`src/rtl/rom_arbiter.sv`:
```
// rom_arbiter: two-requester arbiter in front of a ROM with a 1-cycle
// synchronous read. Each read takes three cycles (IDLE -> READ -> DATA).
// The grant is a one-cycle pulse, and read data returns with a one-cycle
// rvalid pulse to the winning requester.
// Optional feature macro: ROM_ARB_RR_EN. When defined, contention is resolved
// round-robin. Otherwise requester 0 has fixed priority.
module rom_arbiter #(
  parameter int DATA_WIDTH = 8,
  parameter int ADDR_WIDTH = 4
) (
  input  logic                  clk_i,
  input  logic                  rst_n_i,
  input  logic [1:0]            req_i,
  input  logic [ADDR_WIDTH-1:0] addr0_i,
  input  logic [ADDR_WIDTH-1:0] addr1_i,
  output logic [1:0]            gnt_o,
  output logic [1:0]            rvalid_o,
  output logic [DATA_WIDTH-1:0] rdata_o,
  output logic                  busy_o,
  output logic [ADDR_WIDTH-1:0] rom_addr_o,
  input  logic [DATA_WIDTH-1:0] rom_data_i
);

  localparam logic [1:0] IDLE = 2'd0;
  localparam logic [1:0] READ = 2'd1;
  localparam logic [1:0] DATA = 2'd2;

  logic [1:0]            state_q, state_d;
  logic [1:0]            gnt_q, gnt_d;
  logic [1:0]            rvalid_q, rvalid_d;
  logic [DATA_WIDTH-1:0] rdata_q, rdata_d;
  logic [ADDR_WIDTH-1:0] rom_addr_q, rom_addr_d;
  logic                  win_q, win_d;    // requester owning the read in flight
  logic                  win_sel;         // arbitration result for this edge

`ifdef ROM_ARB_RR_EN
  logic                  ptr_q, ptr_d;    // last-granted requester

  // Round-robin: on contention the requester not granted last time wins.
  always_comb begin
    win_sel = (&req_i) ? ~ptr_q : req_i[1];
  end
`else
  // Fixed priority: requester 0 wins whenever it asks.
  always_comb begin
    win_sel = ~req_i[0];
  end
`endif

  // Next-state logic. Requests are only looked at in IDLE.
  always_comb begin
    state_d    = state_q;
    gnt_d      = 2'b00;
    rvalid_d   = 2'b00;
    rdata_d    = rdata_q;
    rom_addr_d = rom_addr_q;
    win_d      = win_q;
`ifdef ROM_ARB_RR_EN
    ptr_d      = ptr_q;
`endif
    case (state_q)
      IDLE: begin
        if (|req_i) begin
          state_d    = READ;
          win_d      = win_sel;
          gnt_d      = win_sel ? 2'b10 : 2'b01;
          rom_addr_d = win_sel ? addr1_i : addr0_i;
`ifdef ROM_ARB_RR_EN
          ptr_d      = win_sel;
`endif
        end
      end
      // The ROM latches rom_addr on this edge. There is nothing else to do.
      READ: state_d = DATA;
      DATA: begin
        state_d  = IDLE;
        rdata_d  = rom_data_i;
        rvalid_d = win_q ? 2'b10 : 2'b01;
      end
      default: state_d = IDLE;
    endcase
  end

  // State registers with synchronous active-low reset.
  always_ff @(posedge clk_i) begin
    if (!rst_n_i) begin
      state_q    <= IDLE;
      gnt_q      <= 2'b00;
      rvalid_q   <= 2'b00;
      rdata_q    <= '0;
      rom_addr_q <= '0;
      win_q      <= 1'b0;
`ifdef ROM_ARB_RR_EN
      ptr_q      <= 1'b1;
`endif
    end else begin
      state_q    <= state_d;
      gnt_q      <= gnt_d;
      rvalid_q   <= rvalid_d;
      rdata_q    <= rdata_d;
      rom_addr_q <= rom_addr_d;
      win_q      <= win_d;
`ifdef ROM_ARB_RR_EN
      ptr_q      <= ptr_d;
`endif
    end
  end

  assign gnt_o      = gnt_q;
  assign rvalid_o   = rvalid_q;
  assign rdata_o    = rdata_q;
  assign rom_addr_o = rom_addr_q;
  assign busy_o     = (state_q != IDLE);

endmodule

```
`config.mk`:
```
export PLATFORM = sky130hd
export DESIGN_NAME = rom_arbiter
export DESIGN_NICKNAME = d
export VERILOG_FILES = /design/src/rtl/rom_arbiter.sv
export SDC_FILE = /design/constraint.sdc
export NUM_CORES = 1
export LEC_CHECK = 0
export CORE_UTILIZATION = 36
export CTS_BUF_LIST = sky130_fd_sc_hd__clkbuf_4
export DETAILED_ROUTE_END_ITERATION = 8
export HOLD_SLACK_MARGIN = 0.03
export PLACE_DENSITY = 0.82
export RECOVER_POWER = 50
export SLEW_MARGIN = 20
export SYNTH_ARGS = -nofsm -noshare
export SYNTH_HDL_FRONTEND = slang
export SYNTH_SLANG_ARGS = --single-unit
export TNS_END_PERCENT = 20
```
`constraint.sdc`:
```
create_clock -name clk_i -period 1.25 [get_ports clk_i]
set_input_delay 0.3125 -clock clk_i [delete_from_list [all_inputs] [get_ports clk_i]]
set_output_delay 0.3125 -clock clk_i [all_outputs]
set_load 0.05 [all_outputs]
```
# [Yosys cells after proc, flatten, opt, wreduce, memory -nomap -nowiden]
# Cells that the tools add are included.
# Widths: inputs -> output; s select.
[totals] ff_bits=19 inputBits=20 word_cells=21
[op_classes] eq_ne=3 mux=5 bitwise_logic=1 reduce_logical=6
[op_table] operator="$mux 2" count=3
[op_table] operator="$mux 4" count=1
[op_table] operator="$pmux 2 s2" count=1
[op_table] operator="$reduce_and 2->1" count=2
[op_table] operator="$reduce_and 3->1" count=1
[op_table] operator="$eq 2x1->1 const B" count=1
[op_table] operator="$eq 2x2->1 const B" count=1
[op_table] operator="$logic_not 2->1" count=1
[op_table] operator="$ne 2x2->1 const B" count=1
[op_table] operator="$reduce_bool 2->1" count=1
[op_table] operator="$reduce_or 2->1" count=1
[op_table] operator="$not 1->1" count=1

# [Depth between registers and ports, before layout]
[depth] depth_word=3 mapped_depth=5 ltp_nobuf=3

# [Least setup slack after synthesis]
# Ideal clock, no wire load.
[synth_path] path_kind="input -> register" startpoint="input req_i[0]" endpoint="register rom_addr_q[0] (netlist: rom_addr_o[0])" setup_ns=0.116 arrival_ns=1.120 path_slack_ns=0.013 path_stages=5 n_path_buf=2 path_cell_list="buf_6 or2_1 buf_6 and2_4 o211a_1"
[synth_via] elab_chain_cells=2
[synth_rtl] item="start, declared" line_no="13" text="input logic [1:0] req_i,"
[synth_rtl] item="$reduce_or 2->1" line_no="63" text="if (|req_i) begin"
[synth_rtl] item="$reduce_and 2->1 (no source line)"
[synth_rtl] item="end signal, assigned" line_no="101" text="rom_addr_q <= rom_addr_d;"
[synth_rtl] item="end, declared" line_no="32" text="logic [ADDR_WIDTH-1:0] rom_addr_q, rom_addr_d;"
# Several ways; a longest one is shown, not always the timed one.
# A chain may end at the register's enable or synchronous reset.

# [Worst setup path in the final report]
[layout_path] startpoint="register state_q[0]" endpoint="output busy_o"
[layout_via] elab_chain_cells=1
[layout_rtl] item="start, declared" line_no="28" text="logic [1:0] state_q, state_d;"
[layout_rtl] item="start signal, assigned" line_no="97" text="state_q <= state_d;"
[layout_rtl] item="$reduce_bool 2->1" line_no="113" text="assign busy_o = (state_q != IDLE);"
[layout_rtl] item="end, declared" line_no="19" text="output logic busy_o,"
# Every way passes these cells.

==> results.cfg <==
[clock_tree]
cts_hold_buf = 0
clockBufferDepth = 2
cts_buffers = 3
clkSlewWorstSetupHoldPaths_ns = 0.10
cts_sinks = 19
clockRootBuffer = clkbuf_4
insertion_delay_ns = 0.29
cts_tree = done
htreeDepth = 1

[power_and_ir_drop]
vdd_drop_max_mv = 0.9961
p_sw_frac = 0.2964
power_frac_clock = 0.216
p_sw_uw = 414.4
combPwrFrac = 0.300
total_power_mw = 1.398
power_leakage_nw = 0.5992
pwr-share-seq = 0.484
power.internal_uw = 983.6
powerDensity_nw_per_um2 = 1064

[sta]
rsz0062_at_grt = yes
fin_tns_setup_ns = 0
drv_slew = 0
final_hold_viol_count = 0
skew_ns = 0.001292
min_period_ns = 1.250
max_slew_margin = 0.7878
whs_ns = 0.3895
fmax_mhz = 800.3
post-route-period-util = 0.9996
setup_viol = 0
tightest_slew_ns = 0.3183

[routing]
postRouteAntennaNets = 0
viasPerCell = 4.565
drt_wl_total_um = 1656
drc = 0
wire_per_inst_um = 11.27
drt_iter0_drc = 5
drtPass1Iterations = 4
num_vias = 671

[global_routing]
grt_overflow = 0
grt_pass1_vias = 607
grt_max_degree = 12
track_usage = 0.1745
antenna_found_initial = 0
grt_pass1_wl_um = 2594

[floorplanning]
io_pins = 37
dieArea_um2 = 2192
dieHeight_um = 46.82
die_x_um = 46.82
start_util = 0.4014
core_um2 = 1802
row_count = 15

[critical_path]
cp_cell_sequence = nor2_2 > inv_1 > buf_6
slowest_stage = dfxtp_2
path_max_fanout = 2
cp.required_ns = 0.94
slowest_delay_ns = 0.34
cp-start-kind = register
worstReg2RegStart = state_q[1]$_SDFFE_PN0P_
cp.arrival_ns = 0.94
startpoint = state_q[0]$_SDFFE_PN0P_
endpoint_kind = primary output
critPathKind = reg -> out

[yosys]
synth_cell_types = 16
ys_ff_latch = 19
synth_area_leaders = dfxtp_1, nand2_1, o211a_1
synthArstFlopShare = 0
synthTopCellsByCount = dfxtp_1, nand2_1, a21boi_0, o211a_1
yosys.area.top_type_share = 0.5260
syn-cell-area_um2 = 723.2
ys_seq_area_frac = 0.5260
synth_fp_nets = 96
synth_edf_count = 0
syn_inst = 76
yosysTopAreaCell = dfxtp_1
syn_avg_cell_area_um2 = 9.516
synth_warnings = 0
ys.flop_type = dfxtp_1

[cells_and_area]
fin_nets = 143
regArea_um2 = 382.9
syn_to_final_growth_pct = 81.66
fillerInstances = 135
diodes = 0
multi_input_area_um2 = 307.8
utilization = 0.7292
drive_above_1_share = 0.2869

[worst_hold_path]
hp-start = req_i[0]
hp-class = in -> reg

[placed_design]
place_congestion = 0.7292
io_buffers = 36
dp_hpwl_um = 1319

[outcome]
status = complete, no violations

[job]
cap_violations = 0
## power by group through the flow
stage               clock network [mW]  logic, mW  registers, mW
floorplan                            0      0.106          0.776
finish                           0.302      0.419          0.677
global route                     0.344      0.442          0.682
detailed placement                   0      0.426          0.692
global placement                     0      0.418          0.692
CTS                              0.316      0.442          0.679
## critical path: cells and delay by family, from the launching register on
kind	cells	cell delay [ns]
flops	1	0.34
buf+inv	2	0.19
simple gates	1	0.11
## layer usage
metal,global-route usage,part of all wire,vias to the layer above
met5,0,0,-
met4,0.06857,0,0
met3,0.05769,0.043,0
met2,0.2917,0.55,19
met1,0.2071,0.41,307
li1,-,-,345
## per-stage QoR
step / setup WS (ns) / area, um2 / instances
floorplan: 0.01349 / 723.2 / 76
global placement: -0.2456 / 1306 / 141
detailed placement: -0.2913 / 1306 / 141
CTS: -0.01054 / 1358 / 147
global route: -0.05447 / 1314 / 147
finish: 0.0004778 / 1314 / 147
## what timing repair did
action	in CTS	in global routing
setup buffers	2	0
pin swaps	1	0
cloned	0	0
resized for setup	4	2
setup endpoints to repair	1	4
## registers in the layout (all words and copies together), names as in the netlist
| name | cells |
|---|---|
| rdata_o | 8 |
| rom_addr_o | 4 |
| gnt_o | 2 |
| rvalid_o | 2 |
| state_q | 2 |
| win_q | 1 |
## cells by family (layout without fill, tap and decap cells)
group / after synthesis / count (layout) / share of synthesized area
AOI/OAI and AO/OA: 13 / 13 / 0.1522
DFF: 19 / 19 / 0.5259
and+or+nand+nor: 34 / 34 / 0.2145
muxes: 4 / 4 / 0.05537
buffers and inverters: 6 / 52 / 0.05189
## worst paths after layout
path | end | slack (ns) | depth (start not counted)
max | busy_o | 0.0005 | 3
min | gnt_o[1]$_SDFF_PN0_ | 0.39 | 3
max reg2reg | rom_addr_o[0]$_SDFFE_PN0P_ | 0.05 | 5
min reg2reg | rvalid_o[0]$_SDFF_PN0_ | 0.44 | 1
## layout make-up
cell class,instances,share of cell area
Multi-Input combinational cell,51,0.2343
Clock inverter,1,0.003810
Tap cell,25,0.02381
Timing Repair Buffer,47,0.4267
Inverter,1,0.002857
Clock buffer,3,0.01714
Sequential cell,19,0.2914
## cell usage in the layout (no fill, tap or decap), drive strengths merged
cell type and instances:
dlymetal6s2s 1, o211a 5, and3 3, nor2b 2
a21boi 8, nor2 3, clkinv 1, clkbuf 7
mux2i 4, clkdlybuf4s50 17, buf 24, dfxtp 19
nand2b 1, nand3 4, inv 1, nand2 19
and2 1, dlygate4sd3 1, or2 1
No activity file was read; power rests on OpenSTA's default activity.
